==> config.mk <==
export PLATFORM = sky130hd
export DESIGN_NAME = hazard_scoreboard
export DESIGN_NICKNAME = d
export VERILOG_FILES = /design/src/rtl/hazard_scoreboard_pkg.sv /design/src/rtl/hazard_scoreboard_sb_counter.sv /design/src/rtl/hazard_scoreboard.sv
export SDC_FILE = /design/constraint.sdc
export NUM_CORES = 1
export LEC_CHECK = 0
export ABC_CLOCK_PERIOD_IN_PS = 2600
export CORE_AREA = 2 2 120 169
export CTS_CLUSTER_DIAMETER = 200
export CTS_CLUSTER_SIZE = 28
export DETAILED_ROUTE_END_ITERATION = 8
export DIE_AREA = 0 0 122 171
export PLACE_DENSITY_LB_ADDON = 0.05
export RECOVER_POWER = 25
export SYNTH_ARGS = -nofsm -noshare
export SYNTH_HDL_FRONTEND = slang
export SYNTH_HIERARCHICAL = 1
export SYNTH_SLANG_ARGS = --single-unit
==> constraint.sdc <==
create_clock -name clk_i -period 2.6 [get_ports clk_i]
set_input_delay 0.52 -clock clk_i [delete_from_list [all_inputs] [get_ports clk_i]]
set_output_delay 0.52 -clock clk_i [all_outputs]
set_load 0.01 [all_outputs]
==> src/rtl/hazard_scoreboard_pkg.sv <==
// Shared definitions for the load-use hazard scoreboard: register-file
// geometry and the encoding of "late" (written back after Execute)
// instruction classes.
package hazard_scoreboard_pkg;

  localparam int REG_IDX_W = 5;
  localparam int NUM_REGS  = 32;

  // Classes of instruction whose result arrives after Execute.
  typedef enum logic [1:0] {
    LATE_NONE   = 2'b00,
    LATE_LOAD   = 2'b01,
    LATE_MULDIV = 2'b10
  } late_class_e;

  // Classify a decoded instruction; mul/div only counts when tracking is on.
  function automatic late_class_e classify_late(
    input logic load,
    input logic muldiv,
    input logic muldiv_en
  );
    late_class_e cls;
    if (load) begin
      cls = LATE_LOAD;
    end else if (muldiv && muldiv_en) begin
      cls = LATE_MULDIV;
    end else begin
      cls = LATE_NONE;
    end
    return cls;
  endfunction

  // True for any class whose destination must be tracked.
  function automatic logic is_late(input late_class_e cls);
    logic late;
    case (cls)
      LATE_LOAD, LATE_MULDIV: late = 1'b1;
      default:                late = 1'b0;
    endcase
    return late;
  endfunction

endpackage

==> src/rtl/hazard_scoreboard_sb_counter.sv <==
// One per-register in-flight counter. Saturates at both ends; a retire
// request seen at zero is reported on err_o (a single-cycle pulse) and the
// count is held at zero. Simultaneous increment and decrement cancel.
module sb_counter #(
  parameter int CNT_W = 2
) (
  input  logic             clk_i,
  input  logic             rst_ni,
  input  logic             inc_i,
  input  logic             dec_i,
  output logic [CNT_W-1:0] cnt_o,
  output logic             err_o
);

  localparam logic [CNT_W-1:0] CNT_ZERO = {CNT_W{1'b0}};
  localparam logic [CNT_W-1:0] CNT_ONE  = {{(CNT_W-1){1'b0}}, 1'b1};
  localparam logic [CNT_W-1:0] CNT_MAX  = {CNT_W{1'b1}};

  logic [CNT_W-1:0] cnt_r;
  logic [CNT_W-1:0] cnt_nxt_s;

  // Next count: saturating up/down, cancelling when both are requested.
  always_comb begin
    cnt_nxt_s = cnt_r;
    case ({inc_i, dec_i})
      2'b10: begin
        if (cnt_r != CNT_MAX) begin
          cnt_nxt_s = cnt_r + CNT_ONE;
        end else begin
          cnt_nxt_s = cnt_r;
        end
      end
      2'b01: begin
        if (cnt_r != CNT_ZERO) begin
          cnt_nxt_s = cnt_r - CNT_ONE;
        end else begin
          cnt_nxt_s = CNT_ZERO;
        end
      end
      default: cnt_nxt_s = cnt_r;
    endcase
  end

  // Count register.
  always_ff @(posedge clk_i or negedge rst_ni) begin
    if (!rst_ni) begin
      cnt_r <= CNT_ZERO;
    end else begin
      cnt_r <= cnt_nxt_s;
    end
  end

  assign cnt_o = cnt_r;
  assign err_o = dec_i & ~inc_i & (cnt_r == CNT_ZERO);

endmodule

==> src/rtl/hazard_scoreboard.sv <==
// Load-use hazard scoreboard. Tracks destinations of late results (loads,
// and mul/div when the MULDIV_SB_EN macro is defined) from Execute until
// Writeback, and raises data_hazard_o when Decode reads one of them or
// when a new late write would overflow its register's counter.
module hazard_scoreboard
  import hazard_scoreboard_pkg::*;
#(
  parameter int CNT_W = 2
) (
  input  logic                 clk_i,
  input  logic                 rst_ni,
  input  logic                 dec_valid_i,
  input  logic [REG_IDX_W-1:0] dec_rs1_i,
  input  logic [REG_IDX_W-1:0] dec_rs2_i,
  input  logic                 dec_rs1_used_i,
  input  logic                 dec_rs2_used_i,
  input  logic [REG_IDX_W-1:0] dec_rd_i,
  input  logic                 dec_load_i,
  input  logic                 dec_muldiv_i,
  input  logic                 stall_i,
  input  logic                 flush2dec_i,
  input  logic                 flush2exe_i,
  input  logic                 wb_valid_i,
  input  logic [REG_IDX_W-1:0] wb_rd_i,
  output logic                 data_hazard_o,
  output logic                 sb_busy_o,
  output logic                 sb_err_o
);

`ifdef MULDIV_SB_EN
  localparam logic MULDIV_EN = 1'b1;
`else
  localparam logic MULDIV_EN = 1'b0;
`endif

  localparam logic [CNT_W-1:0]     CNT_ZERO   = {CNT_W{1'b0}};
  localparam logic [CNT_W-1:0]     CNT_ONE    = {{(CNT_W-1){1'b0}}, 1'b1};
  localparam logic [CNT_W-1:0]     CNT_MAX    = {CNT_W{1'b1}};
  localparam logic [CNT_W-1:0]     CNT_MAX_M1 = {{(CNT_W-1){1'b1}}, 1'b0};
  localparam logic [REG_IDX_W-1:0] REG_X0     = {REG_IDX_W{1'b0}};

  late_class_e                     dec_class_s;
  logic                            late_s;
  logic                            issue_s;
  logic                            exe_fire_s;
  logic                            exe_vld_r;
  logic [REG_IDX_W-1:0]            exe_rd_r;
  logic [NUM_REGS-1:0][CNT_W-1:0]  cnt_s;
  logic [NUM_REGS-1:1]             inc_s;
  logic [NUM_REGS-1:1]             dec_s;
  logic [NUM_REGS-1:1]             err_s;
  logic                            rs1_haz_s;
  logic                            rs2_haz_s;
  logic                            sat_haz_s;
  logic                            hazard_s;
  logic                            sb_busy_r;
  logic                            sb_err_r;

  // A register still has a pending late write once this cycle's retire is
  // accounted for; a same-cycle retire of the last one bypasses.
  function automatic logic pending(input logic [CNT_W-1:0] cnt, input logic retiring);
    return (cnt != CNT_ZERO) && !((cnt == CNT_ONE) && retiring);
  endfunction

  // Whether the retire port targets a given register this cycle.
  function automatic logic retiring_reg(input logic [REG_IDX_W-1:0] rs,
                                        input logic wb_vld,
                                        input logic [REG_IDX_W-1:0] wb_rd);
    return wb_vld && (wb_rd == rs) && (rs != REG_X0);
  endfunction

  assign dec_class_s = classify_late(dec_load_i, dec_muldiv_i, MULDIV_EN);
  assign late_s      = is_late(dec_class_s) && (dec_rd_i != REG_X0);
  assign issue_s     = dec_valid_i & ~hazard_s & ~stall_i & ~flush2dec_i;
  assign exe_fire_s  = ~stall_i & exe_vld_r & ~flush2exe_i;

  // Per-register increment (Execute slot leaving) and decrement (Writeback).
  always_comb begin
    inc_s = '0;
    dec_s = '0;
    for (int i = 1; i < NUM_REGS; i++) begin
      inc_s[i] = exe_fire_s && (exe_rd_r == REG_IDX_W'(i));
      dec_s[i] = wb_valid_i && (wb_rd_i == REG_IDX_W'(i));
    end
  end

  // In-flight counters; x0 is hard-wired to zero and never tracked.
  for (genvar g = 0; g < NUM_REGS; g++) begin : g_reg
    if (g == 0) begin : g_x0
      assign cnt_s[g] = CNT_ZERO;
    end else begin : g_cnt
      sb_counter #(
        .CNT_W (CNT_W)
      ) u_cnt (
        .clk_i  (clk_i),
        .rst_ni (rst_ni),
        .inc_i  (inc_s[g]),
        .dec_i  (dec_s[g]),
        .cnt_o  (cnt_s[g]),
        .err_o  (err_s[g])
      );
    end
  end

  // Source-operand and counter-saturation hazard detection.
  always_comb begin
    rs1_haz_s = 1'b0;
    rs2_haz_s = 1'b0;
    sat_haz_s = 1'b0;
    if (dec_rs1_used_i && (dec_rs1_i != REG_X0)) begin
      rs1_haz_s = (exe_vld_r && (exe_rd_r == dec_rs1_i)) ||
                  pending(cnt_s[dec_rs1_i], retiring_reg(dec_rs1_i, wb_valid_i, wb_rd_i));
    end else begin
      rs1_haz_s = 1'b0;
    end
    if (dec_rs2_used_i && (dec_rs2_i != REG_X0)) begin
      rs2_haz_s = (exe_vld_r && (exe_rd_r == dec_rs2_i)) ||
                  pending(cnt_s[dec_rs2_i], retiring_reg(dec_rs2_i, wb_valid_i, wb_rd_i));
    end else begin
      rs2_haz_s = 1'b0;
    end
    if (late_s) begin
      sat_haz_s = (cnt_s[dec_rd_i] == CNT_MAX) ||
                  ((cnt_s[dec_rd_i] == CNT_MAX_M1) && exe_vld_r && (exe_rd_r == dec_rd_i));
    end else begin
      sat_haz_s = 1'b0;
    end
    hazard_s = dec_valid_i & (rs1_haz_s | rs2_haz_s | sat_haz_s);
  end

  // Execute slot: frozen by stall, otherwise reloaded from Decode.
  always_ff @(posedge clk_i or negedge rst_ni) begin
    if (!rst_ni) begin
      exe_vld_r <= 1'b0;
      exe_rd_r  <= REG_X0;
    end else if (!stall_i) begin
      exe_vld_r <= issue_s & late_s;
      exe_rd_r  <= dec_rd_i;
    end
  end

  // Registered busy indication and sticky retire-underflow error.
  always_ff @(posedge clk_i or negedge rst_ni) begin
    if (!rst_ni) begin
      sb_busy_r <= 1'b0;
      sb_err_r  <= 1'b0;
    end else begin
      sb_busy_r <= (|cnt_s) | exe_vld_r;
      sb_err_r  <= sb_err_r | (|err_s);
    end
  end

  assign data_hazard_o = hazard_s;
  assign sb_busy_o     = sb_busy_r;
  assign sb_err_o      = sb_err_r;

endmodule

==> run_results.csv, run 1 <==
group,metric,value,unit
status,status,"finished, violations left",
status,violations,"setup timing",
yosys,ys_ff_latch,70,
clocking,clkTransAtPathRegs,0.06,ns
clocking,clock_latency,0.35,ns
yosys,async_flop_share,100,%
floorplanning,die_h,171,µm
timing,setup_viol,1,
yosys,synth_top_cell_area_share,20.0,%
yosys,synthFlopType,"dfrtp_1",
clocking,cts.htree.levels,3,
yosys,yosysWarnings,6,
layout,nNetsFinal,1384,
routing,drc,0,
setup_path,cp_max_fo,7,
yosys,synth_top_area_cell,"dfrtp_1",
setup_path,r2r_start,"exe_rd_r[4]$_DFFE_PN0N_",
run,max-cap-violations,0,
layout,fin_util,62.8,%
yosys,netlist_instances,939,
floorplanning,boundaryPins,34,
global_routing,overflow,0,
global_routing,grt_pass1_vias,8463,
yosys,synth_cell_types,54,
timing,fmax,0.334,GHz
layout,drive_gt1_share,38.7,%
worst_hold_path,hold_class,"input pin to asynchronous set/reset pin",
global_routing,grt_usage,29.4,%
power,vdd_ir_drop_max,295,µV
layout,diodes,0,
clocking,ctsRootBufferMaster,"clkbuf_16",
routing,ant_nets,0,
yosys,synth.cell_area,8770,µm²
floorplanning,fp-row-count,61,
global_routing,antenna_found_initial,0,
setup_path,cp-end-kind,"output port",
layout,area_growth,39.3,%
floorplanning,chipWidth,122,µm
routing,finalWirelength,29.4,mm
yosys,yosys-top-cells-count,"nor2_1, ha_1, dfrtp_1",
setup_path,start_kind,"input pin",
power,pwr_density_cell,307,nW/µm²
timing,finalWorstSetupSlack,-0.394,ns
clocking,cts_buffers,9,
routing,num_vias,8368,
layout,fin_area,12200,µm²
placement,dp_hpwl,22.9,mm
yosys,synth.most_common_cell,"nor2_1",
setup_path,cp.required,2.08,ns
timing,slew_headroom,28.8,%
routing,drt_iter0_drc,475,
placement,portBuffers,32,
timing,worstMarginPinSlew,1.07,ns
yosys,synth-edff-count,0,
yosys,yosys-top-cells-area,"dfrtp_1, ha_1, mux4_1",
yosys,synthesis.nets,1094,
timing,layout_min_cycle_time,2.99,ns
routing,dr.pass1.iters,5,
timing,final_max_slew_viol_count,0,
floorplanning,dieArea,20900,µm²
power,p_leak,5.85,nW
timing,post-route-period-util,115,%
timing,rsz0062_at_grt,"yes",
global_routing,grt_first_pass_wirelength,46.2,mm
setup_path,startpoint,"dec_rs1_i[0]",
yosys,synth_seq_area_share,20.0,%
yosys,synth_area_per_cell,9.34,µm²
layout,nFillCells,1715,
clocking,cts.sinks,70,
clocking,cts_buffer_depth,2,
setup_path,arrival,2.47,ns
timing,worst_hold_slack,0.346,ns
routing,avgRoutedWirePerCell,19.8,µm
clocking,cts_tree,"built",
global_routing,grt_max_degree,37,
floorplanning,start_util,45.0,%
placement,placed_area,11200,µm²
timing,final_hold_viol_count,0,
timing,finalClockSkew,0.00839,ns
routing,vias_per_cell,5.63,
clocking,holdBufCountCts,0,
setup_path,critPathKind,"input pin to output port",
floorplanning,coreArea,19500,µm²
placement,gp_congestion,1.04,
[report_power, final]
part	leakage [nW]	switching, W	internal (W)
Sequential	0.950	0.0000489	0.00113
Clock	0.186	0.000525	0.00109
Combinational	4.71	0.000480	0.000473
[critical path, stage by stage]
cell      delay [ns]
buf_12          0.11
buf_12          0.14
buf_6           0.12
mux2_4          0.29
a221oi_2        0.26
nor3_2          0.09
o31ai_2         0.28
a31oi_1         0.15
a32oi_1         0.18
buf_4           0.15
a21boi_2        0.05
buf_2           0.14
[path summary, 6_finish.rpt]
kind,end,slack [ns],depth (start not counted)
hold reg to reg,exe_vld_r$_DFFE_PN0N_,0.58,1
hold / removal,g_reg[3].g_cnt.u_cnt/cnt_o[1]$_DFFE_PN0P_,0.35,1
setup reg to reg,sb_err_o$_DFF_PN0_,0.03,10
setup / recovery,data_hazard_o,-0.39,12
max in group asynchronous,g_reg[29].g_cnt.u_cnt/cnt_o[0]$_DFFE_PN0P_,1.46,2
min in group clk_i,exe_vld_r$_DFFE_PN0N_,0.58,1
[cells by family (layout without fill, tap and decap cells)]
| group | count (synthesis) | after routing | synth area share (%) |
|---|---|---|---|
| DFF | 70 | 70 | 20.0 |
| and+or+nand+nor | 332 | 332 | 18.8 |
| buffers and inverters | 98 | 393 | 4.72 |
| xor gates and xnor gates | 55 | 55 | 5.49 |
| muxes | 99 | 99 | 18.4 |
| AOI/OAI and AO/OA | 161 | 161 | 15.0 |
| adders and majority gates | 124 | 124 | 17.7 |
[through the flow]
stage               setup TNS, ns  power [W]  setup WS (ns)  cells
finish                     -0.394    0.00374         -0.394   1486
CTS                        -0.357    0.00375         -0.357   1482
global route               -0.456    0.00389         -0.456   1486
global placement            -2.70    0.00204          -1.22   1437
floorplan                       0    0.00161         0.0126    939
detailed placement          -2.64    0.00204          -1.27   1437
[placed cells by master, fill, tap and decap left out, types with 34 or more instances in the layout]
cell,count
mux2i_1,40
ha_1,124
buf_4,261
nand2_1,45
xnor2_1,40
a21oi_1,34
a211oi_1,34
nor2_1,116
dfrtp_1,66
nor2b_1,39
inv_1,63
[cell type report]
cell class | count | area [µm²] | share of cell area, %
tap | 252 | 315 | 2.58
timing repair buffer | 314 | 2690 | 22.0
clock inverter | 5 | 129 | 1.06
sequential | 70 | 1760 | 14.4
inverter | 63 | 236 | 1.94
clock buffer | 11 | 253 | 2.07
multi-input combinational | 771 | 6840 | 56.0
[sequential cells by signal (all words and copies together) (netlist names)]
name / flops
g.g_cnt.u_cnt/cnt_o: 62
exe_vld_r: 1
exe_rd_r: 5
sb_err_o: 1
sb_busy_o: 1
[repair_timing]
action | in CTS | in global routing
gates cloned | 5 | 0
pin swaps | 30 | 9
gates resized for setup | 120 | 19
endpoints found under the setup margin | 3 | 2
buffers inserted | 24 | 4
[per-layer routing]
metal  routed length [µm]  up-vias  global-route usage [%]  part of all wire, %
met5                    0        -                       0                    0
met4                 2200        0                    18.9                  7.5
met3                 1270      124                    3.60                  4.3
met2                15100      279                    52.6                   52
met1                10800     4007                    32.4                   37
li1                     -     3958                       -                    -
Power figures use the tool's default switching activity.
==> run 2, diff against run 1 <==
--- a/config.mk
+++ b/config.mk
@@ -5,7 +5,7 @@
 export SDC_FILE = /design/constraint.sdc
 export NUM_CORES = 1
 export LEC_CHECK = 0
-export ABC_CLOCK_PERIOD_IN_PS = 2600
+export ABC_CLOCK_PERIOD_IN_PS = 3500
 export CORE_AREA = 2 2 120 169
 export CTS_CLUSTER_DIAMETER = 200
 export CTS_CLUSTER_SIZE = 28
==> constraint.sdc (replaced) <==
create_clock -name clk_i -period 3.5 [get_ports clk_i]
set_input_delay 0.7 -clock clk_i [delete_from_list [all_inputs] [get_ports clk_i]]
set_output_delay 0.7 -clock clk_i [all_outputs]
set_load 0.01 [all_outputs]
==> run 2 against run 1 <==
Effect of this change: combinational power is 34% lower; critical endpoint unchanged; the flow finishes with violations (capacitance limit, slew limit); via count decreased by 2.4%; utilization decreased by 5.2 points; sequential share of layout area increased by 1.2 points; sequential power decreased by 24%.
==> run_results.csv, run 2 (synthesized netlist as in run 1, its figures left out) <==
group,metric,value,unit
status,status,"finished, violations left",
status,violations,"capacitance limit, slew limit",
setup_path,crit_family,"buffers and inverters",
setup_path,cp.buffers_inverters,3,
global_routing,grt_pass1_vias,8467,
layout,drive_gt1_share,27.7,%
clocking,cts.sinks,70,
clocking,cts_buffer_depth,2,
routing,drc,0,
setup_path,cp.required,2.80,ns
power,total_power,0.00252,W
timing,fmax,0.286,GHz
setup_path,worstPathCellList,"dlygate4sd2_1 > bufbuf_16 > or4_1 > nand3_1 > o31ai_1 > a31oi_1 > a32oi_2 > a21boi_1 > buf_2",
global_routing,overflow,0,
timing,finalClockSkew,0.00898,ns
timing,post-route-period-util,99.9,%
routing,avgRoutedWirePerCell,21.3,µm
floorplanning,coreArea,19500,µm²
layout,final_common_cell,"buf_4",
global_routing,antenna_found_initial,0,
timing,setup-tns-final,0,ns
power,p_leak,5.35,nW
floorplanning,die_h,171,µm
clocking,cts.htree.levels,3,
placement,gp_congestion,0.935,
routing,finalWirelength,29.5,mm
floorplanning,dieArea,20900,µm²
power,pwr-share-clk,39.7,%
timing,final_hold_viol_count,0,
layout,most-common-layout-cells,"buf_4, nor2_1, ha_1",
power,switchingPower,0.000786,W
clocking,cts_buffers,9,
global_routing,grt_usage,28.8,%
placement,portBuffers,32,
layout,multi_input_area,6660,µm²
global_routing,grt_first_pass_wirelength,45.3,mm
global_routing,grt_max_degree,71,
timing,worstMarginPinSlew,2.01,ns
power,combinationalPowerShare,24.9,%
timing,final_max_slew_viol_count,71,
layout,largest_reg_flops,62,
setup_path,cp_max_fo,6,
layout,area_growth,27.9,%
layout,nNetsFinal,1281,
clocking,ctsRootBufferMaster,"clkbuf_16",
setup_path,critPathKind,"input pin to output port",
floorplanning,fp-row-count,61,
routing,vias_per_cell,5.90,
layout,nFillCells,1737,
floorplanning,chipWidth,122,µm
clocking,clock_latency,0.36,ns
setup_path,cp-end-kind,"output port",
routing,dr.pass1.iters,6,
timing,setup_viol,0,
power,p_sw_share,31.2,%
clocking,holdBufCountCts,0,
setup_path,arrival,2.80,ns
setup_path,start_kind,"input pin",
worst_hold_path,hold_class,"register to register",
floorplanning,boundaryPins,34,
power,cellInternalPower,0.00174,W
layout,regArea,1750,µm²
setup_path,slowest_delay,0.57,ns
power,vdd_ir_drop_max,222,µV
routing,num_vias,8166,
timing,layout_min_cycle_time,3.50,ns
routing,ant_nets,0,
power,pwr_density_cell,225,nW/µm²
run,max-cap-violations,1,
clocking,clkTransAtPathRegs,0.06,ns
floorplanning,start_util,45.0,%
clocking,cts_tree,"built",
setup_path,cp_slowest_cell,"or4_1",
power,seqPwrFrac,35.3,%
routing,drt_iter0_drc,574,
placement,dp_hpwl,22.7,mm
timing,slew_headroom,-34.0,%
==> run 2: worst paths after layout <==
path / slack, ns / end / cells after the start / start
worst max-delay path: 0.003 / data_hazard_o / 9 / dec_rs1_i[1]
worst min-delay path: 0.66 / sb_err_o$_DFF_PN0_ / 3 / sb_err_o$_DFF_PN0_
worst max register to register: 0.64 / sb_err_o$_DFF_PN0_ / 11 / exe_rd_r[4]$_DFFE_PN0N_
worst min register to register: 0.66 / sb_err_o$_DFF_PN0_ / 3 / sb_err_o$_DFF_PN0_
max in group asynchronous: 1.40 / g_reg[27].g_cnt.u_cnt/cnt_o[1]$_DFFE_PN0P_ / 1 / rst_ni
min in group asynchronous: 0.92 / g_reg[3].g_cnt.u_cnt/cnt_o[0]$_DFFE_PN0P_ / 1 / rst_ni
==> run 2: layout make-up <==
type                    instances  share of cell area (%)
repair buffers                211                    17.2
clock buffers                  11                    2.25
flip-flops and latches         70                    15.6
inverters                      63                    2.11
clock inverters                 5                   0.513
diodes                          1                  0.0223
multi-input cells             771                    59.4
well taps                     252                    2.81
==> run 2: power groups by stage <==
stage | sequential [W] | clock [W] | combinational, W
final | 0.000891 | 0.00100 | 0.000628
after global routing | 0.000894 | 0.00105 | 0.000667
after CTS | 0.000890 | 0.00102 | 0.000605
after detailed placement | 0.000905 | 0 | 0.000571
after global placement | 0.000904 | 0 | 0.000557
after floorplan | 0.000890 | 0 | 0.000302
==> run 2: repair_timing <==
item,4_1_cts,5_1_grt
pin swaps,6,12
endpoints found under the setup margin,1,1
hold endpoints to repair,0,0
gates resized for setup,27,15
setup buffers,9,3
gates cloned,4,2
==> run 2: stage by stage <==
step | util [%] | hold WS [ns] | cells | cell area [µm²] | setup WS [ns]
final | 57.6 | 0.660 | 1384 | 11200 | 0.00332
after global routing | 57.6 | 0.688 | 1383 | 11200 | -0.000171
after CTS | 57.0 | 0.562 | 1378 | 11100 | 0.00129
after detailed placement | 54.2 | 0.665 | 1349 | 10600 | -0.682
after global placement | 54.2 | 0.651 | 1349 | 10600 | -0.712
after floorplan | - | 0.404 | 939 | 8770 | 0.408
==> run 2: worst min-delay path, cell delays in order (launching register included) <==
cell and delay (ns):
dfrtp_1 0.35, nor4_1 0.07, nand4_1 0.08, or2_2 0.11
==> run 2: routing by layer <==
| layer | wire length (µm) | vias to the layer above | global-route usage [%] |
|---|---|---|---|
| met3 | 1400 | 124 | 4.43 |
| li1 | - | 3773 | - |
| met1 | 10700 | 3967 | 30.5 |
| met2 | 15300 | 302 | 52.9 |
| met4 | 2080 | 0 | 17.2 |
| met5 | 0 | - | 0 |
